==> src/rtl/stream_mux_pkg.sv <==
`default_nettype none
// ============================================================================
// Module  : stream_mux_pkg
// Purpose : Shared mode encodings and default geometry for stream_mux.
// Rev     : 1.0  initial release
// ============================================================================
package stream_mux_pkg;

    typedef enum logic {
        MODE_FIXED = 1'b0,
        MODE_RR    = 1'b1
    } mode_e;

    localparam int DEFAULT_N_CH = 4;
    localparam int DEFAULT_W    = 8;

endpackage
`default_nettype wire

==> src/rtl/stream_mux_rr_arbiter.sv <==
`default_nettype none
// ============================================================================
// Module  : rr_arbiter
// Purpose : Combinational round-robin grant search starting at ptr (cyclic).
// Rev     : 1.0  initial release
// ============================================================================
module rr_arbiter
    import stream_mux_pkg::*;
#(
    parameter int N_CH = DEFAULT_N_CH,
    parameter int SW   = $clog2(N_CH)
) (
    input  logic [N_CH-1:0] req,
    input  logic [SW-1:0]   ptr,
    output logic [SW-1:0]   grant,
    output logic            grant_valid
);

    logic [2*N_CH-1:0] w_rot;
    logic [SW:0]       w_sum;

    // Rotating the doubled vector puts the request at ptr into bit 0.
    assign w_rot = {req, req} >> ptr;

    always_comb begin
        grant       = '0;
        grant_valid = 1'b0;
        w_sum       = '0;
        // Descending scan: the lowest rotated offset is assigned last and wins.
        for (int k = N_CH - 1; k >= 0; k--) begin
            if (w_rot[k]) begin
                w_sum = {1'b0, ptr} + (SW+1)'(k);
                if (w_sum >= (SW+1)'(N_CH)) begin
                    w_sum = w_sum - (SW+1)'(N_CH);
                end
                grant       = w_sum[SW-1:0];
                grant_valid = 1'b1;
            end
        end
    end

endmodule
`default_nettype wire

==> src/rtl/stream_mux.sv <==
`default_nettype none
// ============================================================================
// Module  : stream_mux
// Purpose : N-channel valid/ready stream mux, fixed-select or round-robin,
//           with a single registered output stage.
// Rev     : 1.0  initial release
// ============================================================================
module stream_mux
    import stream_mux_pkg::*;
#(
    parameter int N_CH = DEFAULT_N_CH,
    parameter int W    = DEFAULT_W,
    parameter int SW   = $clog2(N_CH)
) (
    input  logic              clk,
    input  logic              rst,
    input  logic              mode,
    input  logic [SW-1:0]     sel,
    input  logic [N_CH*W-1:0] in_data,
    input  logic [N_CH-1:0]   in_valid,
    output logic [N_CH-1:0]   in_ready,
    output logic [W-1:0]      out_data,
    output logic [SW-1:0]     out_ch,
    output logic              out_valid,
    input  logic              out_ready
);

    logic [W-1:0]  r_out_data;
    logic [SW-1:0] r_out_ch;
    logic          r_out_valid;
    logic [SW-1:0] r_ptr;

    logic          w_is_rr;
    logic          w_sel_in_range;
    logic          w_sel_req;
    logic          w_fix_valid;
    logic [SW-1:0] w_rr_grant;
    logic          w_rr_valid;
    logic [SW-1:0] w_grant;
    logic          w_grant_valid;
    logic          w_load;
    logic [W-1:0]  w_grant_data;
    logic [SW-1:0] w_ptr_next;

    assign w_is_rr        = (mode == MODE_RR);
    assign w_sel_in_range = ({1'b0, sel} < (SW+1)'(N_CH));

    // Compare-based lookup keeps sel wider than the channel index legal.
    always_comb begin
        w_sel_req = 1'b0;
        for (int i = 0; i < N_CH; i++) begin
            if (sel == SW'(i)) begin
                w_sel_req = in_valid[i];
            end
        end
    end

    assign w_fix_valid = w_sel_in_range && w_sel_req;

    rr_arbiter #(
        .N_CH (N_CH),
        .SW   (SW)
    ) u_rr_arbiter (
        .req         (in_valid),
        .ptr         (r_ptr),
        .grant       (w_rr_grant),
        .grant_valid (w_rr_valid)
    );

    assign w_grant       = w_is_rr ? w_rr_grant : sel;
    assign w_grant_valid = w_is_rr ? w_rr_valid : w_fix_valid;
    assign w_load        = !rst && (!r_out_valid || out_ready) && w_grant_valid;

    generate
        for (genvar i = 0; i < N_CH; i++) begin : g_ready
            assign in_ready[i] = w_load && (w_grant == SW'(i));
        end
    endgenerate

    always_comb begin
        w_grant_data = '0;
        for (int i = 0; i < N_CH; i++) begin
            if (w_grant == SW'(i)) begin
                w_grant_data = in_data[i*W +: W];
            end
        end
    end

    assign w_ptr_next = (w_grant == SW'(N_CH - 1)) ? '0 : w_grant + SW'(1);

    always_ff @(posedge clk) begin
        if (rst) begin
            r_out_data  <= '0;
            r_out_ch    <= '0;
            r_out_valid <= 1'b0;
            r_ptr       <= '0;
        end else begin
            if (w_load) begin
                r_out_data  <= w_grant_data;
                r_out_ch    <= w_grant;
                r_out_valid <= 1'b1;
            end else if (out_ready) begin
                r_out_valid <= 1'b0;
            end
            if (w_load && w_is_rr) begin
                r_ptr <= w_ptr_next;
            end
        end
    end

    assign out_data  = r_out_data;
    assign out_ch    = r_out_ch;
    assign out_valid = r_out_valid;

endmodule
`default_nettype wire

==> config.mk <==
export PLATFORM = sky130hd
export DESIGN_NAME = stream_mux
export DESIGN_NICKNAME = d
export VERILOG_FILES = /design/src/rtl/stream_mux_pkg.sv /design/src/rtl/stream_mux_rr_arbiter.sv /design/src/rtl/stream_mux.sv
export SDC_FILE = /design/constraint.sdc
export NUM_CORES = 1
export LEC_CHECK = 0
export CORE_UTILIZATION = 40
export CTS_CLUSTER_SIZE = 40
export DETAILED_ROUTE_END_ITERATION = 10
export PLACE_DENSITY = 0.87
export SYNTH_ARGS = -nofsm -noshare
export SYNTH_HDL_FRONTEND = slang
export SYNTH_HIERARCHICAL = 1
export SYNTH_SLANG_ARGS = --single-unit
==> constraint.sdc <==
create_clock -name clk -period 6 [get_ports clk]
set_input_delay 1.2 -clock clk [delete_from_list [all_inputs] [get_ports clk]]
set_output_delay 1.2 -clock clk [all_outputs]
set_load 0.05 [all_outputs]
# Word-level counts from Yosys, hierarchy flattened
# Cells that the tools add are included.
[word_totals]
ff_bits = 13
latchBits = 0
ram_bits = 0
mem_bits_ro = 0
input_bits = 42
output_inout_bits = 15
wordCells = 61
mem_count = 0
[classes]
add_sub_neg = 8
multipliers = 0
div_mod_pow = 0
magnitude_cmp = 4
eq_ne = 6
n_shift = 1
n_mux = 25
bitwise_logic = 0
n_reduce_logical = 13
[ops]
columns = ["cell", "count"]
rows = [
  ["8-bit two-way mux", 4],
  ["2-bit two-way mux", 10],
  ["1-bit two-way mux", 11],
  ["3-bit greater-or-equal comparator (second input constant)", 3],
  ["2-bit equality test (second input constant)", 4],
  ["8-bit by 2-bit >> shifter with 4-bit output", 1],
  ["2-bit by 1-bit subtractor with 2-bit output (second input constant)", 4],
  ["1-bit logical AND", 7],
  ["2-bit by 2-bit adder with 3-bit output (second input constant)", 2],
  ["2-bit by 1-bit equality test with 1-bit output (second input constant)", 2],
  ["2-bit logical NOT", 2],
  ["2-bit by 1-bit adder with 3-bit output (second input constant)", 1],
  ["2-bit by 3-bit greater-or-equal comparator with 1-bit output (second input constant)", 1],
  ["2-bit by 1-bit adder with 2-bit output (second input constant)", 1],
  ["1-bit logical NOT", 2],
  ["2-bit nonzero test", 1],
  ["1-bit logical OR", 1],
]

# Depth between registers and ports, before layout
# Gate-level depths: netlist of the first run.
[depth]
ltp_word = 13
depth_mapped = 11
ltp_nobuf = 10

# Cells and area by module
# The synthesis of the first run kept the hierarchy.
[modules_own_cells]
columns = ["mod", "n_inst", "cells_per_inst", "area_per_inst_um2", "seq_area_each_um2"]
rows = [
  ["stream_mux", 1, 100, 875.8, 260.2],
  ["rr_arbiter", 1, 15, 77.6, 0.0],
]

# Least setup slack after synthesis of the first run
# Ideal clock, no wire load.
[synth_timing]
path_type = "input to output"
from = "input in_valid[1]"
to = "output in_ready[1]"
arrival_ns = 3.025
required_ns = 4.800
setup_slack_ns = 1.775
path_stages = 9
path_buffers = 1
path_cell_list = "inv_1 a221o_1 a21oi_1 a21oi_1 inv_1 ha_1 clkbuf_1 inv_1 nor2_1"
[synth_between]
elab_chain_cells = 8
word_cells_on_any_way = 17
classes_between = "eq/ne: 1; shift: 1; mux: 13; reduce/logical: 2"
[synth_rtl]
columns = ["element", "line_no", "text"]
rows = [
  ["from (decl)", "stream_mux.sv:20", "input logic [N_CH-1:0] in_valid,"],
  ["8-bit by 2-bit >> shifter with 4-bit output *", "stream_mux_rr_arbiter.sv:23", "assign w_rot = {req, req} >> ptr;"],
  ["2-bit two-way mux (3 in a row)", "stream_mux_rr_arbiter.sv:31", "if (w_rot[k]) begin"],
  ["2-bit two-way mux *", "stream_mux_rr_arbiter.sv:31", ""],
  ["via w_rr_grant[0]", "stream_mux.sv:37", "logic [SW-1:0] w_rr_grant;"],
  ["2-bit two-way mux *", "stream_mux.sv:70", "assign w_grant = w_is_rr ? w_rr_grant : sel;"],
  ["via w_grant[0]", "stream_mux.sv:39", "logic [SW-1:0] w_grant;"],
  ["2-bit by 1-bit equality test with 1-bit output *", "stream_mux.sv:76", "assign in_ready[i] = w_load && (w_grant == SW'(i));"],
  ["1-bit logical AND *", "stream_mux.sv:76", ""],
  ["to (decl)", "stream_mux.sv:21", "output logic [N_CH-1:0] in_ready,"],
]
# The timed path passes the listed nets; every way through them passes the cells marked *.

# Worst setup path in the final report of the first run
# Same ends and word-level chain as after synthesis.

==> results of run 1 <==
where the power goes:
part	internal (mW)	switching (mW)	total, mW	leakage, nW
clock	0.0258	0.0281	0.0538	0.0150
sequential	0.0974	0.00603	0.103	0.107
combinational	0.0729	0.0830	0.156	0.504
tightest hold or removal path, stage by stage (launching register included):
cell and delay [ps]:
dfxtp_1 320, nand2b_1 70, mux2i_1 60
layer usage:
layer,wire (microns),global-route usage
met1,1120,0.226
met2,1350,0.398
met3,143,0.0595
met4,27,0.0463
met5,0,0
cell usage in the layout (no fill, tap or decap), types with 3 or more instances in the layout:
cell and count:
clkdlybuf4s50_1 56, o22ai_1 7, ha_1 4, clkbuf_4 3
a21oi_1 12, mux2_2 5, nor2_1 11, nand2b_1 6
mux2_4 3, nand2_1 3, a22oi_1 7, dfxtp_1 13
mux2i_1 6, nor2b_1 10, inv_1 11
registers in the layout, summed over array words and instances, names as in the netlist:
register,flops
r_ptr,2
out_data,8
out_valid,1
out_ch,2
worst paths after layout:
path | depth (start not counted) | slack [ps] | end | from
worst max-delay path | 10 | 910 | in_ready[1] | in_valid[1]
worst min-delay path | 2 | 490 | out_ch[1]$_SDFFE_PP0P_ | out_ch[1]$_SDFFE_PP0P_
worst max register to register | 10 | 3570 | out_data[0]$_SDFFE_PP0P_ | r_ptr[0]$_SDFFE_PP0P_
worst min register to register | 2 | 490 | out_ch[1]$_SDFFE_PP0P_ | out_ch[1]$_SDFFE_PP0P_
logic make-up after synthesis:
logic type,count (synthesis),share of synthesized area
AOI/OAI and AO/OA,32,0.217
buffers and inverters,17,0.0919
DFF,13,0.273
muxes,15,0.181
and+or+nand+nor,34,0.185
adders and majority gates,4,0.0525
per-stage QoR:
step / worst slack (ps) / std cells
after global routing: 737 / 197
final: 907 / 197
after CTS: 931 / 197
after global placement: 990 / 193
after floorplan: 1770 / 115
after detailed placement: 935 / 193
final cells by class:
cell class	instances	area (sq um)
fillers	198	704
multi-input cells	85	606
repair buffers	56	561
flip-flops and latches	13	260
inverters	11	41.3
well taps	28	35.0
clock buffers	4	26.3
==> impl_metrics.py, run 1 <==
metrics = {
    "finish": {
        "n_antenna_cell": 0,
        "fin_area_sq_mm": 0.00153,
        "utilization": 0.685,
        "area_delta_synth_final_pct": 60.4,
        "layout.nets": 216,
        "final_layout_size_suffix_gt1_frac": 0.0651,
    },
    "clock_network": {
        "htreeDepth": 1,
        "numClockSinks": 13,
        "cts_buffer_depth": 2,
        "clk_latency_ps": 270,
        "clkTransAtPathRegs_ps": 80,
        "cts_tree": "yes",
        "cts_buffers": 3,
        "postCtsSetupBuffers": 0,
        "ctsHoldBuffers": 0,
        "root_buffer": "clkbuf_4",
        "cts_resized": 0,
    },
    "worst_setup_path": {
        "endpoint_kind": "output pin",
        "crit_slowest_cell": "clkdlybuf4s50_1",
        "cp_max_fo": 11,
        "slowest_delay_ps": 810,
        "crit_family": "buffers and inverters",
        "cpMostUsedCell": "inv_1",
        "cp_num_buf_inv": 5,
        "cp.required_ps": 4800,
        "cp_cell_sequence": "clkdlybuf4s50_1 > inv_1 > a221o_1 > a21oi_1 > a21oi_1 > inv_1 > ha_1 > inv_1 > nor2_1 > clkdlybuf4s50_1",
        "critical_path_class": "in -> out",
        "cp.arrival_ps": 3890,
        "crit_path_start_kind": "input pin",
    },
    "synth": {
        "yosysWarnings": 6,
        "yosysMostFrequentCell": "dfxtp_1",
        "synthesis.area_sq_um": 953,
        "synthArstFlopShare": 0,
        "yosysTopAreaCell": "dfxtp_1",
        "synth_common_cells": "13 x dfxtp_1, 12 x a21oi_1, 11 x inv_1, 11 x nor2_1, 10 x nor2b_1",
        "synth_area_leaders": "dfxtp_1 27%, nor2b_1 6.6%, a21oi_1 6.3%",
        "synth_edf_count": 0,
        "syn-num-nets": 161,
        "synth_cell_type_count": 27,
        "ys_seq_area_frac": 0.273,
        "synth.avg_cell_area_sq_um": 8.29,
        "syn_inst": 115,
        "yosysTopAreaCellShare": 0.273,
        "ys_ff_latch": 13,
        "ys.flop_type": "dfxtp_1",
    },
    "outcome": {
        "outcome": "completed",
    },
    "floorplan": {
        "initial_utilization": 0.427,
        "coreArea_sq_mm": 0.00223,
        "dieArea_sq_mm": 0.00258,
        "fp.dieW_microns": 50.8,
        "core.rowCount": 17,
        "die_y_microns": 50.8,
        "boundaryPins": 57,
    },
    "sta": {
        "finalHoldViolations": 0,
        "setup_viol": 0,
        "tightest_slew_ps": 647,
        "clock_skew_ps": 5.24,
        "rsz0062_at_grt": "no",
        "whs_ps": 485,
        "fmax_ghz": 0.196,
        "timing.final.crit_share": 0.849,
        "relSlewSlack": 0.569,
        "slew_viol_final": 0,
        "tns_ps": 0,
        "finalCriticalPeriod_ps": 5090,
    },
    "route": {
        "drt_iter0_drc": 27,
        "routed_wl_mm": 2.64,
        "ant_nets": 0,
        "drcViolationCount": 0,
        "drt_pre_antenna_iters": 4,
        "via_per_inst": 5.37,
        "via_count": 1057,
        "wire_per_inst_microns": 13.4,
    },
    "pwr": {
        "ir_worst_vdd_uv": 201,
        "power_mw": 0.313,
        "p_leak_nw": 0.626,
        "power_density_mw_per_mm2": 205,
    },
    "placed_design": {
        "place.gp.congestion": 0.896,
        "post_dp_cell_area_sq_mm": 0.00150,
        "dp_hpwl_mm": 2.08,
        "io_buffers": 56,
    },
    "hold_path": {
        "hold_path.class": "reg -> reg",
    },
    "run": {
        "maxCapViolCount": 0,
    },
    "grt": {
        "grt_pass1_vias": 1029,
        "grt_use_total": 0.209,
        "grt_pass1_wl_mm": 4.15,
        "grt_max_degree": 16,
        "antenna_found_initial": 0,
        "grt-ovfl-total": 0,
    },
}
Note: power is estimated with default switching activity, not from simulation.
==> run 2: changes to the inputs <==
CORE_UTILIZATION = 37   (was 40)
PLACE_DENSITY = 0.81   (was 0.87)
clock period = 5.2 ns   (was 6 ns; I/O delays follow)
==> run 2 against run 1 <==
  * Critical path depth stayed put
  * Count of clock-buffer cells in the layout down 1
  * Power up 19%
  * Register-to-register slack lost 910 ps
  * Final area grew 1.7%
  * Sequential share of layout area decreased by 0.29 points
  * Final cell count is 2.5% higher
  * Core utilization is 5.1 points lower
  * Critical path type unchanged
==> impl_metrics.py, run 2 (synthesis gave the netlist of run 1 again) <==
metrics = {
    "outcome": {
        "outcome": "completed",
    },
    "floorplan": {
        "die_y_microns": 52.8,
        "boundaryPins": 57,
        "fp.dieW_microns": 52.8,
        "coreArea_sq_mm": 0.00245,
        "dieArea_sq_mm": 0.00278,
        "initial_utilization": 0.388,
        "core.rowCount": 18,
    },
    "route": {
        "via_count": 1110,
        "via_per_inst": 5.50,
        "drt_pre_antenna_iters": 4,
        "ant_nets": 0,
        "drcViolationCount": 0,
        "wire_per_inst_microns": 14.3,
        "drt_iter0_drc": 22,
        "routed_wl_mm": 2.90,
    },
    "worst_setup_path": {
        "cp_cell_sequence": "clkdlybuf4s50_1 > inv_1 > a221o_1 > a21oi_1 > a21oi_1 > inv_1 > ha_1 > inv_1 > nor2_1 > clkdlybuf4s50_1",
        "critical_path_class": "in -> out",
        "rr_worst_depth": 11,
        "cp.arrival_ps": 3820,
        "slowest_delay_ps": 810,
        "crit_slowest_cell": "clkdlybuf4s50_1",
        "cp_max_fo": 8,
        "crit_path_start_kind": "input pin",
        "cp.required_ps": 4160,
        "endpoint_kind": "output pin",
        "cpMostUsedCell": "inv_1",
    },
    "sta": {
        "clock_skew_ps": 0.920,
        "finalHoldViolations": 0,
        "timing.final.crit_share": 0.935,
        "fmax_ghz": 0.206,
        "slew_viol_final": 0,
        "rsz0062_at_grt": "no",
        "finalCriticalPeriod_ps": 4860,
        "setup_viol": 0,
        "relSlewSlack": 0.629,
        "tightest_slew_ps": 555,
        "tns_ps": 0,
    },
    "clock_network": {
        "root_buffer": "clkbuf_4",
        "cts_resized": 0,
        "cts_tree": "yes",
        "htreeDepth": 1,
        "numClockSinks": 13,
        "clkTransAtPathRegs_ps": 90,
        "postCtsSetupBuffers": 0,
        "ctsHoldBuffers": 0,
        "cts_buffers": 3,
        "cts_buffer_depth": 2,
        "clk_latency_ps": 280,
    },
    "finish": {
        "layout_common_cells": "56 x clkdlybuf4s50_1, 13 x dfxtp_1, 12 x a21oi_1",
        "layout.nets": 219,
        "n_antenna_cell": 0,
        "n_fill_cell": 218,
        "final_layout_size_suffix_gt1_frac": 0.0872,
        "largest_register_ffs": 8,
        "multi_input_area_sq_um": 606,
        "area_delta_synth_final_pct": 63.1,
        "fin_area_sq_mm": 0.00156,
        "area.sequential_sq_um": 260,
        "final_common_cell": "clkdlybuf4s50_1",
    },
    "pwr": {
        "ir_worst_vdd_uv": 163,
        "p_leak_nw": 0.644,
        "power_density_mw_per_mm2": 239,
    },
    "grt": {
        "grt_pass1_wl_mm": 4.24,
        "antenna_found_initial": 0,
        "grt_pass1_vias": 994,
        "grt_max_degree": 16,
        "grt_use_total": 0.211,
        "grt-ovfl-total": 0,
    },
    "placed_design": {
        "dp_hpwl_mm": 2.18,
        "io_buffers": 56,
        "place.gp.congestion": 0.766,
        "post_dp_cell_area_sq_mm": 0.00153,
    },
    "hold_path": {
        "holdPathStages": 2,
        "hold_path.class": "reg -> reg",
    },
    "run": {
        "maxCapViolCount": 0,
    },
}
## run 2: path summary, 6_finish.rpt
| path | startpoint | to | slack, ps |
|---|---|---|---|
| min reg2reg | out_ch[1]$_SDFFE_PP0P_ | out_ch[1]$_SDFFE_PP0P_ | 480 |
| min | out_ch[1]$_SDFFE_PP0P_ | out_ch[1]$_SDFFE_PP0P_ | 480 |
| max reg2reg | r_ptr[0]$_SDFFE_PP0P_ | out_data[1]$_SDFFE_PP0P_ | 2660 |
| max | in_valid[1] | in_ready[3] | 340 |
## run 2: power breakdown
| group | switching (mW) | total [mW] | internal, mW | leakage, nW |
|---|---|---|---|---|
| registers | 0.00695 | 0.119 | 0.112 | 0.107 |
| logic | 0.0994 | 0.186 | 0.0862 | 0.519 |
| clock network | 0.0389 | 0.0675 | 0.0286 | 0.0177 |
## run 2: metal layers
metal	GRT usage	vias up	part of all wire
met5	0	-	0
met4	0.0789	0	0.023
met2	0.382	63	0.50
li1	-	523	-
met3	0.0435	14	0.080
met1	0.237	510	0.39
## run 2: worst max-delay path, delay by kind of cell
| family | cells | cell delay, ps |
|---|---|---|
| buf+inv | 5 | 1760 |
| fa+ha+maj | 1 | 270 |
| compound gates | 3 | 620 |
| simple gates | 1 | 140 |
## run 2: cell type report
class / count / share of cell area
Clock buffer: 3 / 0.0145
Clock inverter: 1 / 0.00322
Inverter: 11 / 0.0265
Multi-Input combinational cell: 85 / 0.389
Sequential cell: 13 / 0.167
Tap cell: 30 / 0.0241
Timing Repair Buffer: 59 / 0.375
## run 2: metrics by stage
step | util | hold slack [ps] | instances | setup slack, ps | total power [mW]
6_report | 0.634 | 484 | 202 | 336 | 0.372
5_1_grt | 0.634 | 522 | 202 | 235 | 0.388
4_1_cts | 0.634 | 487 | 202 | 420 | 0.373
3_5_place_dp | 0.622 | 472 | 198 | 420 | 0.304
3_3_place_gp | 0.622 | 466 | 198 | 541 | 0.301
2_1_floorplan | - | 497 | 115 | 1290 | 0.235
